==> src/rtl/fp_mul_exp_pipe.sv <==
// fp_mul_exp_pipe
//   Exponent path of the floating-point multiplier. Unpacks two IEEE-754-style
//   operands, classifies each one (zero / subnormal / normal / inf / NaN) and
//   produces the biased product exponent, the result sign, overflow/underflow
//   flags and the special-result class. Two register stages with valid/ready
//   flow control sit between the operands and the normaliser/rounder.
//
// Ports
//   clk        : clock, all state updates on the rising edge
//   rst_n      : synchronous reset, active low
//   in_valid   : operand pair valid
//   in_ready   : block can accept an operand pair this cycle (combinational)
//   mul1, mul2 : operands {sign, exp, mant}
//   out_valid  : result valid
//   out_ready  : downstream accepts the result
//   res_sign   : XOR of the operand signs (also for NaN results)
//   res_exp    : biased exponent, saturated to all-ones / zero or forced by specials
//   exp_raw    : signed, unsaturated biased exponent sum (EXP_WIDTH+2 bits)
//   ovf, unf   : exponent overflow / underflow, finite non-zero operands only
//   is_zero, is_inf, is_nan : special-result class, one-hot or all zero
module fp_mul_exp_pipe #(
  parameter int EXP_WIDTH  = 8,
  parameter int MANT_WIDTH = 23
) (
  input  logic                            clk,
  input  logic                            rst_n,
  input  logic                            in_valid,
  output logic                            in_ready,
  input  logic [EXP_WIDTH+MANT_WIDTH:0]   mul1,
  input  logic [EXP_WIDTH+MANT_WIDTH:0]   mul2,
  output logic                            out_valid,
  input  logic                            out_ready,
  output logic                            res_sign,
  output logic [EXP_WIDTH-1:0]            res_exp,
  output logic [EXP_WIDTH+1:0]            exp_raw,
  output logic                            ovf,
  output logic                            unf,
  output logic                            is_zero,
  output logic                            is_inf,
  output logic                            is_nan
);

  localparam int FP_WIDTH = 1 + EXP_WIDTH + MANT_WIDTH;
  // Two extra bits: one for the carry of the add, one for the sign.
  localparam int SW = EXP_WIDTH + 2;
  localparam logic [SW-1:0] BIAS_C = SW'((2 ** (EXP_WIDTH - 1)) - 1);
  localparam logic [SW-1:0] EMAX_C = SW'((2 ** EXP_WIDTH) - 1);

  // Subnormals share the exponent of the smallest normal (emin = 1).
  function automatic logic [SW-1:0] eff_exp(input logic [EXP_WIDTH-1:0] e);
    if (e == {EXP_WIDTH{1'b0}}) begin
      eff_exp = {{(SW-1){1'b0}}, 1'b1};
    end else begin
      eff_exp = {2'b00, e};
    end
  endfunction

  // Class bits returned as {zero, inf, nan}.
  function automatic logic [2:0] classify(input logic [EXP_WIDTH-1:0] e,
                                          input logic [MANT_WIDTH-1:0] m);
    logic exp_zero;
    logic exp_ones;
    logic mant_zero;
    exp_zero  = (e == {EXP_WIDTH{1'b0}});
    exp_ones  = &e;
    mant_zero = (m == {MANT_WIDTH{1'b0}});
    classify  = {exp_zero & mant_zero, exp_ones & mant_zero, exp_ones & ~mant_zero};
  endfunction

  // Flow-control and stage registers
  logic          s1_valid_r;
  logic          s1_sign_r;
  logic [SW-1:0] s1_sum_r;
  logic [2:0]    s1_cls_a_r;
  logic [2:0]    s1_cls_b_r;
  logic          s2_valid_r;
  logic          s2_sign_r;
  logic [EXP_WIDTH-1:0] s2_exp_r;
  logic [SW-1:0] s2_raw_r;
  logic          s2_ovf_r;
  logic          s2_unf_r;
  logic          s2_zero_r;
  logic          s2_inf_r;
  logic          s2_nan_r;

  logic          s1_en_s;
  logic          s2_en_s;

  // Stage 1 combinational results
  logic [EXP_WIDTH-1:0]  a_exp_s;
  logic [EXP_WIDTH-1:0]  b_exp_s;
  logic [MANT_WIDTH-1:0] a_mant_s;
  logic [MANT_WIDTH-1:0] b_mant_s;
  logic [SW-1:0]         sum_s;

  // Stage 2 combinational results
  logic                 nan_s;
  logic                 inf_s;
  logic                 zero_s;
  logic                 ovf_s;
  logic                 unf_s;
  logic [EXP_WIDTH-1:0] exp_s;

  // A stage may load when it is empty or its contents move on this cycle.
  always_comb begin
    s2_en_s  = ~s2_valid_r | out_ready;
    s1_en_s  = ~s1_valid_r | s2_en_s;
    in_ready = s1_en_s;
  end

  // Stage 1: unpack operands and form the biased exponent sum.
  always_comb begin
    a_exp_s  = mul1[FP_WIDTH-2 -: EXP_WIDTH];
    b_exp_s  = mul2[FP_WIDTH-2 -: EXP_WIDTH];
    a_mant_s = mul1[MANT_WIDTH-1:0];
    b_mant_s = mul2[MANT_WIDTH-1:0];
    // Range is [2-BIAS, 2*EMAX-BIAS], which always fits SW bits signed.
    sum_s    = eff_exp(a_exp_s) + eff_exp(b_exp_s) - BIAS_C;
  end

  // Stage 2: special-value resolution and exponent saturation.
  always_comb begin
    // 0 * inf is invalid and yields NaN, regardless of operand order.
    nan_s  = s1_cls_a_r[0] | s1_cls_b_r[0] |
             (s1_cls_a_r[1] & s1_cls_b_r[2]) | (s1_cls_a_r[2] & s1_cls_b_r[1]);
    inf_s  = ~nan_s & (s1_cls_a_r[1] | s1_cls_b_r[1]);
    zero_s = ~nan_s & ~inf_s & (s1_cls_a_r[2] | s1_cls_b_r[2]);
    ovf_s  = ~(nan_s | inf_s | zero_s) & ($signed(s1_sum_r) >= $signed(EMAX_C));
    unf_s  = ~(nan_s | inf_s | zero_s) & ($signed(s1_sum_r) <= $signed({SW{1'b0}}));
    if (nan_s | inf_s | ovf_s) begin
      exp_s = {EXP_WIDTH{1'b1}};
    end else if (zero_s | unf_s) begin
      exp_s = {EXP_WIDTH{1'b0}};
    end else begin
      exp_s = s1_sum_r[EXP_WIDTH-1:0];
    end
  end

  // Stage 1 register: captures the sum, sign and operand classes.
  always_ff @(posedge clk) begin
    if (!rst_n) begin
      s1_valid_r <= 1'b0;
      s1_sign_r  <= 1'b0;
      s1_sum_r   <= {SW{1'b0}};
      s1_cls_a_r <= 3'b000;
      s1_cls_b_r <= 3'b000;
    end else if (s1_en_s) begin
      s1_valid_r <= in_valid;
      if (in_valid) begin
        s1_sign_r  <= mul1[FP_WIDTH-1] ^ mul2[FP_WIDTH-1];
        s1_sum_r   <= sum_s;
        s1_cls_a_r <= classify(a_exp_s, a_mant_s);
        s1_cls_b_r <= classify(b_exp_s, b_mant_s);
      end
    end
  end

  // Stage 2 register: drives the block outputs directly.
  always_ff @(posedge clk) begin
    if (!rst_n) begin
      s2_valid_r <= 1'b0;
      s2_sign_r  <= 1'b0;
      s2_exp_r   <= {EXP_WIDTH{1'b0}};
      s2_raw_r   <= {SW{1'b0}};
      s2_ovf_r   <= 1'b0;
      s2_unf_r   <= 1'b0;
      s2_zero_r  <= 1'b0;
      s2_inf_r   <= 1'b0;
      s2_nan_r   <= 1'b0;
    end else if (s2_en_s) begin
      s2_valid_r <= s1_valid_r;
      if (s1_valid_r) begin
        s2_sign_r <= s1_sign_r;
        s2_exp_r  <= exp_s;
        s2_raw_r  <= s1_sum_r;
        s2_ovf_r  <= ovf_s;
        s2_unf_r  <= unf_s;
        s2_zero_r <= zero_s;
        s2_inf_r  <= inf_s;
        s2_nan_r  <= nan_s;
      end
    end
  end

  // Output port mapping
  always_comb begin
    out_valid = s2_valid_r;
    res_sign  = s2_sign_r;
    res_exp   = s2_exp_r;
    exp_raw   = s2_raw_r;
    ovf       = s2_ovf_r;
    unf       = s2_unf_r;
    is_zero   = s2_zero_r;
    is_inf    = s2_inf_r;
    is_nan    = s2_nan_r;
  end

endmodule

==> config.mk <==
export PLATFORM = sky130hd
export DESIGN_NAME = fp_mul_exp_pipe
export DESIGN_NICKNAME = d
export VERILOG_FILES = /design/src/rtl/fp_mul_exp_pipe.sv
export SDC_FILE = /design/constraint.sdc
export NUM_CORES = 1
export LEC_CHECK = 0
export ABC_AREA = 1
export CAP_MARGIN = 20
export CORE_MARGIN = 2
export CORE_UTILIZATION = 40
export DETAILED_ROUTE_END_ITERATION = 16
export HOLD_SLACK_MARGIN = 0.15
export PLACE_DENSITY = 0.72
export SYNTH_ARGS = -nofsm -noshare
export SYNTH_HDL_FRONTEND = slang
export SYNTH_SLANG_ARGS = --single-unit
export TNS_END_PERCENT = 50
==> constraint.sdc <==
create_clock -name clk -period 1.85 [get_ports clk]
set_input_delay 0.185 -clock clk [delete_from_list [all_inputs] [get_ports clk]]
set_output_delay 0.185 -clock clk [all_outputs]
set_load 0.05 [all_outputs]
==> flow_summary.toml, run 1 <==
[synth]
synthSimpleGateAreaFrac_pct = 30.28
ys_warn_count = 0
synth-compound-area-share_pct = 14.82
synthMuxAreaShare_pct = 0
yosysSeqAreaShare_pct = 34.21
syn_inst = 361
synth_xor_area_share_pct = 1.392
synth_top_family_by_area = "simple AND/OR/NAND/NOR gates"
synth_fa_ha_area_share_pct = 8.255
synth_area_mm2 = 0.002516
synth_area_per_cell_um2 = 6.970
ys_types = 36
synthesis.nets = 445
ys_seq_elements = 43

[setup_path]
reg2reg_depth = 7
path_max_fanout = 3
crit_arrival_ns = 1.89
startpoint = "mul1[23]"
worstPathRequired_ns = 2.03
cpLargestDelayFamily = "simple AND/OR/NAND/NOR gates"
r2r-start = "s1_valid_r"
startpoint_type = "primary input"
crit_type = "primary input to flip-flop"
r2r_end = "s1_sum_r[9]"
max_stage_delay_ns = 0.30
ff2ff_setup_slack_ns = 0.54
crit_path_end_kind = "flip-flop"
endpoint = "s1_sum_r[9]"
path_cells = "dlygate4sd2_1, nor4_4, nor2_1, ha_2, inv_2, ha_4, fa_2, nand3_2, nand2_2, nand3_2, nand2_2, nand2_1, nand2_1, a21oi_1"
crit_slowest_cell = "nor4_4"
cp_num_buf_inv = 2
worst-path-stages = 14

[layout]
drive_gt1_share_pct = 18.13
fillers = 550
final_design_area_no_fill_mm2 = 0.003864
area_growth_syn_to_layout_pct = 53.56
layout.nets = 563
antenna_cells_inserted = 0
post-route-util_pct = 64.49
fin_cells = 555

[clock_tree]
ctsHoldBuffers = 0
clk_path_buf_depth = 2
clk_pin_slew_ns = 0.08
root_buffer = "clkbuf_8"
clock_latency_ns = 0.29
cts_tree = "built"
clock_sinks = 43
htree_levels = 2
cts_buffers = 5

[routing]
vias = 2646
postRouteWirelength_um = 6667
routedWlPerCell_um = 12.01
drc = 0
vias_per_cell = 4.768
first_iter_violations = 74
postRouteAntennaNets = 0
drt_first_pass_iters = 4

[power_and_ir_drop]
p_int_mw = 1.674
vdd_drop_max_v = 0.0004037
p_comb_share_pct = 30.9
p_seq_share_pct = 42.3
p_clk_share_pct = 26.8
power_density_mw_per_mm2 = 621.2
switching_share_pct = 30.25
p_leak_nw = 1.628
switchingPower_mw = 0.7259

[grt]
antenna_found_initial = 0
grt_overflow = 0
grt_pass1_vias = 2496
grt.total_usage_pct = 19.26
grt_max_degree = 26
grt_first_pass_wirelength_um = 11120

[die]
io_pins = 94
num_rows = 28
design.core.area_mm2 = 0.005991
initial_core_util_pct = 42.00
die_y_um = 83.31
die-area_mm2 = 0.006941
die_w_um = 83.31

[sta]
finClkSkew_ns = 0.004237
fmax_mhz = 581.4
fin_crit_ns = 1.720
fin_crit_sh_pct = 92.97
rsz0062_at_grt = "false"
tightest_slew_ns = 0.5031
tns_ns = 0
drv_slew = 0
finalSetupViolations = 0
slew_headroom_pct = 66.36
fin_hold_ws_ns = 0.4489
hold_violations = 0

[place]
io_buffers = 93
placedCellCount = 537
gp_congestion = 0.8608
post_dp_cell_area_mm2 = 0.003664
dp_hpwl_um = 5343

[run]
cap_violations = 0

[status]
status = "completed"

[worst_hold_path]
hp-class = "primary input to flip-flop"
==> cell usage in the layout (no fill, tap or decap), types with 3 or more instances in the layout <==
cell | synthesis | routed
clkdlybuf4s50_1 | 0 | 76
clkbuf_2 | 0 | 6
buf_4 | 1 | 42
nand2_1 | 52 | 48
inv_2 | 2 | 3
o21ai_1 | 5 | 7
o21ai_0 | 10 | 8
or2_1 | 1 | 3
nand3_2 | 1 | 4
dlygate4sd2_1 | 0 | 4
clkbuf_8 | 0 | 7
nand3_1 | 20 | 17
nor2_1 | 70 | 70
nand4_1 | 6 | 6
a211oi_2 | 3 | 3
a21oi_1 | 42 | 42
ha_1 | 15 | 13
nand2_2 | 4 | 8
inv_1 | 38 | 37
clkdlybuf4s15_1 | 0 | 6
dfxtp_1 | 43 | 43
==> worst register-to-register path: stages (launching register included) <==
cell and delay, ns:
dfxtp_1 0.34, nand3_2 0.13, nand2_2 0.15, inv_2 0.23
nand2_1 0.10, nor2_1 0.11, nand2_1 0.07, a21oi_1 0.11
==> power groups by stage <==
stage          registers [mW]  clock network [mW]  logic, mW
2_1_floorplan            1.13                   0      0.306
3_3_place_gp             1.03                   0      0.711
3_5_place_dp             1.04                   0      0.723
4_1_cts                  1.02               0.651      0.736
5_1_grt                  1.02               0.695      0.810
6_report                 1.02               0.644      0.740
==> through the flow <==
step | setup WS [ns] | power [mW]
floorplan | -0.03734 | 1.437
CTS | 0.01329 | 2.403
global route | 0.003644 | 2.529
detailed placement | -0.6609 | 1.761
finish | 0.1301 | 2.400
global placement | -0.5422 | 1.746
==> area by class of cell <==
class / count / area, um2 / share of cell area [%]
sequential: 43 / 860.8 / 22.28
multi-input combinational: 254 / 1438 / 37.21
timing repair buffer: 135 / 1221 / 31.61
inverter: 40 / 150.1 / 3.886
clock buffer: 8 / 100.1 / 2.591
tap: 75 / 93.84 / 2.429
==> cell families (layout without fill, tap and decap cells) <==
logic type / Yosys count / count (layout)
adder cells (fa/ha/maj): 16 / 16
buffers and inverters: 64 / 183
AND/OR/NAND/NOR: 168 / 168
XOR/XNOR: 4 / 4
AO/OA/AOI/OAI: 66 / 66
flip-flops: 43 / 43
==> worst min-delay path by stage <==
stage               startpoint             to  slack (ns)  cells past startpoint
floorplan                rst_n        is_zero        0.32                      2
global placement    exp_raw[4]     exp_raw[4]        0.46                      2
detailed placement  exp_raw[4]     exp_raw[4]        0.46                      2
CTS                        ovf            ovf        0.48                      2
global route        exp_raw[4]     exp_raw[4]        0.49                      2
finish                mul1[27]  s1_cls_a_r[1]        0.45                      6
==> layer usage <==
layer | track usage, % | share of wire (%) | vias to the layer above
li1 | - | - | 1393
met1 | 22.88 | 43 | 1178
met2 | 34.75 | 51 | 66
met3 | 4.175 | 4.1 | 9
met4 | 5.365 | 1.3 | 0
met5 | 0 | 0 | -
==> sequential cells by signal, indices dropped and copies added (netlist names) <==
name and cells:
s1_valid_r 1, unf 1, s1_cls_a_r 3, exp_raw 10
is_nan 1, out_valid 1, res_exp 8, is_inf 1
is_zero 1, s1_sum_r 10, res_sign 1, s1_sign_r 1
s1_cls_b_r 3, ovf 1
==> synthesized netlist by cell type <==
cell / number / area share (%)
a211oi_2: 3 / 1.5
a21o_1: 1 / 0.30
a21oi_1: 42 / 8.4
a21oi_2: 2 / 0.70
buf_1: 1 / 0.15
buf_2: 3 / 0.60
buf_4: 1 / 0.30
buf_6: 4 / 1.8
clkbuf_1: 15 / 2.2
dfxtp_1: 43 / 34
fa_1: 1 / 0.80
ha_1: 15 / 7.5
inv_1: 38 / 5.7
inv_2: 2 / 0.30
nand2_1: 52 / 7.8
nand2_2: 4 / 0.99
nand2_4: 1 / 0.45
nand3_1: 20 / 4.0
nand3_2: 1 / 0.40
nand3b_1: 2 / 0.60
nand4_1: 6 / 1.5
nor2_1: 70 / 10
nor2_2: 2 / 0.50
nor3_1: 2 / 0.40
nor3_4: 2 / 1.3
nor4_2: 2 / 0.99
o211a_1: 1 / 0.40
o21a_1: 1 / 0.30
o21ai_0: 10 / 2.0
o21ai_1: 5 / 0.99
o21bai_1: 1 / 0.30
or2_0: 2 / 0.50
or2_1: 1 / 0.25
or2_2: 1 / 0.25
xnor2_1: 2 / 0.70
xor2_1: 2 / 0.70
==> timing repair <==
item / in CTS / in global routing
setup buffers: 9 / 1
pin swaps: 16 / 16
resized for setup: 28 / 24
endpoints found under the setup margin: 8 / 7
hold endpoints to repair: 0 / 0
(Power assumes the default switching activity.)
==> run 2, diff against run 1 <==
--- a/config.mk
+++ b/config.mk
@@ -6,6 +6,7 @@
 export NUM_CORES = 1
 export LEC_CHECK = 0
 export ABC_AREA = 1
+export ABC_CLOCK_PERIOD_IN_PS = 1850
 export CAP_MARGIN = 20
 export CORE_MARGIN = 2
 export CORE_UTILIZATION = 40
==> results of run 2 <==
The final DEF is identical to that of run 1; final timing and power are the same.
==> run 3, diff against run 2 <==
--- a/config.mk
+++ b/config.mk
@@ -7,12 +7,11 @@
 export LEC_CHECK = 0
 export ABC_AREA = 1
 export ABC_CLOCK_PERIOD_IN_PS = 1850
-export CAP_MARGIN = 20
 export CORE_MARGIN = 2
-export CORE_UTILIZATION = 40
+export CORE_UTILIZATION = 30
 export DETAILED_ROUTE_END_ITERATION = 16
 export HOLD_SLACK_MARGIN = 0.15
-export PLACE_DENSITY = 0.72
+export PLACE_DENSITY = 0.56
 export SYNTH_ARGS = -nofsm -noshare
 export SYNTH_HDL_FRONTEND = slang
 export SYNTH_SLANG_ARGS = --single-unit
==> run 3 against run 2 <==
Compared with the run above:
- sequential power barely moved
- critical path depth rose by 1
- register-to-register slack barely moved
- worst hold slack got worse by 0.0048 ns
- total power fell by 4.5%
- fmax fell by 0.25%
- cell count rose by 5.0%
- wire length fell by 2.4%
- global-route usage fell by 3.9 points
- combinational power barely moved
- via count fell by 3.7%
- critical path type unchanged
- critical endpoint unchanged
==> flow_summary.toml, run 3 (same netlist as run 1, synthesis figures left out) <==
[die]
initial_core_util_pct = 30.78
design.core.area_mm2 = 0.008175
die_y_um = 95.58
die_w_um = 95.58
io_pins = 94
num_rows = 33
die-area_mm2 = 0.009136

[place]
dp_hpwl_um = 5169
placedCellCount = 566
io_buffers = 93
gp_congestion = 0.7886

[setup_path]
worstPathRequired_ns = 2.02
crit_type = "primary input to flip-flop"
crit_arrival_ns = 1.90
path_max_fanout = 2
crit_path_end_kind = "flip-flop"
reg2reg_depth = 6
startpoint_type = "primary input"

[layout]
antenna_cells_inserted = 0
final_common_cell = "clkdlybuf4s50_1"
layout.nets = 563
drive_gt1_share_pct = 19.25
fillers = 872
area_growth_syn_to_layout_pct = 53.70
final_cell_mix = "76 x clkdlybuf4s50_1, 70 x nor2_1, 48 x nand2_1"
fin_cells = 583

[grt]
grt_first_pass_wirelength_um = 11300
met2_usage_pct = 27.80
grt_pass1_vias = 2639
grt.total_usage_pct = 15.36
grt_util_met1_pct = 18.30
grt_overflow = 0
grt_max_degree = 23
grt_use_met3_pct = 2.688
grt_busiest_layer = "met2"
antenna_found_initial = 0

[power_and_ir_drop]
vdd_drop_max_v = 0.0002705
p_leak_nw = 1.616
power.total_mw = 2.292
power_density_mw_per_mm2 = 592.8

[sta]
fin_crit_ns = 1.724
hold_violations = 0
drv_slew = 0
fmax_mhz = 580.0
tightest_slew_ns = 0.5007
fin_crit_sh_pct = 93.20
tns_ns = 0
finClkSkew_ns = 0.002906
finalSetupViolations = 0
slew_headroom_pct = 66.51

[routing]
routedWlPerCell_um = 11.16
first_iter_violations = 122
vias = 2549
postRouteWirelength_um = 6505
vias_per_cell = 4.372
drt_first_pass_iters = 4
postRouteAntennaNets = 0
drc = 0

[worst_hold_path]
hold_depth = 6
hp-class = "primary input to flip-flop"

[clock_tree]
root_buffer = "clkbuf_8"
clk_path_buf_depth = 2
clk_pin_slew_ns = 0.07
ctsHoldBuffers = 0
cts_buffers = 5
clock_sinks = 43
htree_levels = 2
cts_tree = "built"
clock_latency_ns = 0.29

[status]
status = "completed"

[run]
cap_violations = 0
==> run 3: final cells by class <==
type                    count  area (um2)  share of cell area [%]
clock buffers               6       72.57                   1.876
inverters                  40       150.1                   3.882
multi-input cells         254        1450                   37.50
flip-flops and latches     43       860.8                   22.26
well taps                 105       131.4                   3.397
repair buffers            135        1202                   31.09
==> run 3: what timing repair did <==
| action | in CTS | in global routing |
|---|---|---|
| resized for setup | 27 | 31 |
| gates cloned | 0 | 0 |
| pin swaps | 17 | 20 |
| setup endpoints to repair | 8 | 9 |
| setup buffers | 10 | 1 |
==> run 3: power by group <==
group	internal, mW	leakage (nW)	switching, mW	total [mW]
registers	0.982	0.352	0.0329	1.01
logic	0.354	1.23	0.387	0.741
clock network	0.252	0.0371	0.286	0.537
==> run 3: worst paths after layout <==
check / start / end / slack [ns]
worst min-delay path: mul1[24] / s1_cls_a_r[1] / 0.44
worst max register to register: out_valid / s1_sum_r[4] / 0.54
worst min register to register: exp_raw[6] / exp_raw[6] / 0.47
worst max-delay path: mul1[24] / s1_sum_r[9] / 0.13
==> run 3: metrics by stage <==
step           utilization (%)  hold WS, ns  setup slack (ns)  instance area (um2)
6_report                 47.31       0.4441            0.1259                 3867
5_1_grt                  47.31       0.4729         -0.001289                 3867
4_1_cts                  47.21       0.4657           0.03062                 3860
3_5_place_dp             45.18       0.4627           -0.6278                 3694
3_3_place_gp             45.18       0.4594           -0.5521                 3694
2_1_floorplan                -       0.3234          -0.03734                 2516
==> run 3: worst max-delay path, cell delays in order <==
cell,delay [ns]
clkbuf_2,0.09
or2_4,0.25
nor4_4,0.23
nor2_1,0.08
ha_2,0.19
inv_2,0.06
ha_4,0.13
fa_2,0.20
nand3_2,0.07
nand2_2,0.08
nand3_2,0.08
nand2_2,0.08
nand2_1,0.05
nand2_1,0.05
a21oi_1,0.06
==> run 3: layer usage <==
layer / wire length, um / share of wire (%)
met3: 294 / 4.5
met2: 3145 / 48
met4: 112 / 1.7
met1: 2952 / 45
met5: 0 / 0
==> RTL edit, RTL diff (flow settings as in run 2) <==
`MANT_WIDTH`: 23 -> 46.
--- a/src/rtl/fp_mul_exp_pipe.sv
+++ b/src/rtl/fp_mul_exp_pipe.sv
@@ -20,7 +20,7 @@
 //   is_zero, is_inf, is_nan : special-result class, one-hot or all zero
 module fp_mul_exp_pipe #(
   parameter int EXP_WIDTH  = 8,
-  parameter int MANT_WIDTH = 23
+  parameter int MANT_WIDTH = 46
 ) (
   input  logic                            clk,
   input  logic                            rst_n,
Interface: changed (resized mul1 and mul2); port bits go from 94 to 140. No check against the original RTL was run, so the function may have changed too.
==> RTL edit against run 2 <==
Synthesized area rose by 6.1%; non-clock buffer count rose by 37; cell area rose by 15%; setup slack got worse by 0.011 ns; register-to-register slack barely moved; total power rose by 3.0%; utilization rose by 4.9 points; routed wire length rose by 12%; sequential cell count did not move; via count rose by 16%; critical path depth fell by 1; sequential power barely moved; critical endpoint is now s1_sum_r[3].
==> RTL edit: results (changes against run 2) <==
metric,value,unit,change
dp_cells,629,,+17%
numCtsBuffers,5,,unchanged
fin_nets,692,,+23%
first_iter_violations,127,,+72%
cts_buffer_depth,2,,unchanged
ys_warn_count,0,,unchanged
grt_pass1_vias,2972,,+19%
async_reset_ff_share,0,%,unchanged
root_buffer,clkbuf_8,,
port_buffers,139,,+49%
p_leak,1.81,nW,+11%
clk_latency,0.30,ns,
synth_nets,536,,+20%
firstDrtPassIters,4,,unchanged
place_area,4300,sq um,+17%
gp_congestion,0.855,,-0.63%
arrival,1.92,ns,+0.03 ns
synthDistinctLibCells,34,,-5.6%
gr-usage-all-layers,21.4,%,+2.1 points
antenna_found_initial,0,,unchanged
hpwl,6380,um,+19%
hp-class,in -> reg,,
hold_viol,0,,unchanged
timing.hold.ws,0.431,ns,-0.0183 ns
worst_clock_skew,0.00740,ns,+0.00316 ns
use_met3,3.95,%,-0.23 points
diodes,0,,unchanged
synth.area.top_cells,"dfxtp_1 32%, nor2_1 14%, nand2_1 9.6%",,
synth_commonest_cells,"103 x nor2_1, 68 x nand2_1, 43 x dfxtp_1",,
worst_r2r_path_depth,7,,unchanged
outcome,"finished, final reports clean",,
htreeDepth,2,,unchanged
max-slew-margin-rel,65.6,%,-0.72 points
grt_pass1_wl,12800,um,+15%
yosysSeqAreaShare,32.2,%,-2.0 points
holdPathStages,6,,unchanged
cp_max_fo,2,,-1
fin_cells,640,,+15%
num_vias,3060,,+16%
clk_pin_slew_worst_paths,0.08,ns,about the same
met1_usage,24.5,%,+1.6 points
drive_gt1_share,13.5,%,-4.6 points
grt_max_degree,32,,+23%
syn_inst,406,,+12%
wl_per_cell,11.7,um,-2.5%
p_sw_share,31.5,%,+1.2 points
ir_drop,0.431,mV,+6.6%
met2_usage,40.4,%,+5.7 points
==> RTL edit: changes by cell type after synthesis, sizes merged <==
cell / run 2 / this run
a21o: 1 / 0
a21oi: 44 / 45
buf: 9 / 8
clkinv: 0 / 1
inv: 40 / 37
nand2: 57 / 72
nand3: 21 / 24
nand3b: 2 / 0
nand4: 6 / 8
nor2: 72 / 105
nor3: 4 / 3
nor3b: 0 / 1
nor4: 2 / 0
o21bai: 1 / 0
==> RTL edit: power groups by stage <==
stage	Clock, mW	Sequential, mW	Combinational (mW)
4_1_cts	0.626	1.02	0.843
6_report	0.611	1.02	0.844
5_1_grt	0.655	1.02	0.929
3_3_place_gp	0	1.03	0.830
2_1_floorplan	0	1.13	0.320
3_5_place_dp	0	1.04	0.840
==> RTL edit: per-layer routing <==
metal | share of wire (%) | wire length [um]
met5 | 0 | 0
met4 | 1.2 | 93
met3 | 5.5 | 410
met2 | 52 | 3930
met1 | 41 | 3060
==> RTL edit: per-stage QoR <==
step	setup slack, ns	setup TNS (ns)	utilization (%)
2_1_floorplan	0.0381	0	-
3_3_place_gp	-0.550	-3.62	67.3
3_5_place_dp	-0.634	-4.18	67.3
4_1_cts	0.0342	0	69.0
5_1_grt	-0.0281	-0.0474	69.4
6_report	0.119	0	69.4
==> RTL edit: logic make-up after synthesis <==
logic type      after synthesis  synth area share (%)
xor+xnor                      4                  1.31
flops                        43                  32.2
simple gates                217                  35.0
compound gates               65                  14.2
fa+ha+maj                    16                  7.78
buf+inv                      61                  9.47
==> RTL edit: final cells by class <==
| type | count | area [sq um] |
|---|---|---|
| clock inverter | 3 | 23.8 |
| inverter | 38 | 143 |
| fill | 567 | 1960 |
| clock buffer | 5 | 68.8 |
| tap | 77 | 96.3 |
| multi-input combinational | 302 | 1590 |
| sequential | 43 | 861 |
| timing repair buffer | 172 | 1650 |
==> RTL edit: worst max-delay path, cell delays in order <==
cell and delay, ns:
dlygate4sd2_1 0.24, nor2_1 0.05, nand2_1 0.08, nor2_2 0.04, nor2_1 0.12, ha_2 0.17
inv_1 0.04, ha_2 0.17, fa_2 0.36, buf_4 0.14, buf_4 0.12, xnor2_1 0.12
a21oi_1 0.08
==> RTL edit: final timing paths <==
kind	endpoint	slack (ns)	start
min reg2reg	exp_raw[1]	0.47	exp_raw[1]
min	s1_cls_a_r[0]	0.43	mul1[48]
max reg2reg	res_exp[4]	0.54	out_valid
max	s1_sum_r[3]	0.12	mul2[49]
==> RTL edit: timing repair <==
| item | CTS | global route |
|---|---|---|
| gates resized for setup | 23 | 11 |
| pin swaps | 6 | 9 |
| setup endpoints to repair | 8 | 7 |
| buffers inserted | 2 | 1 |
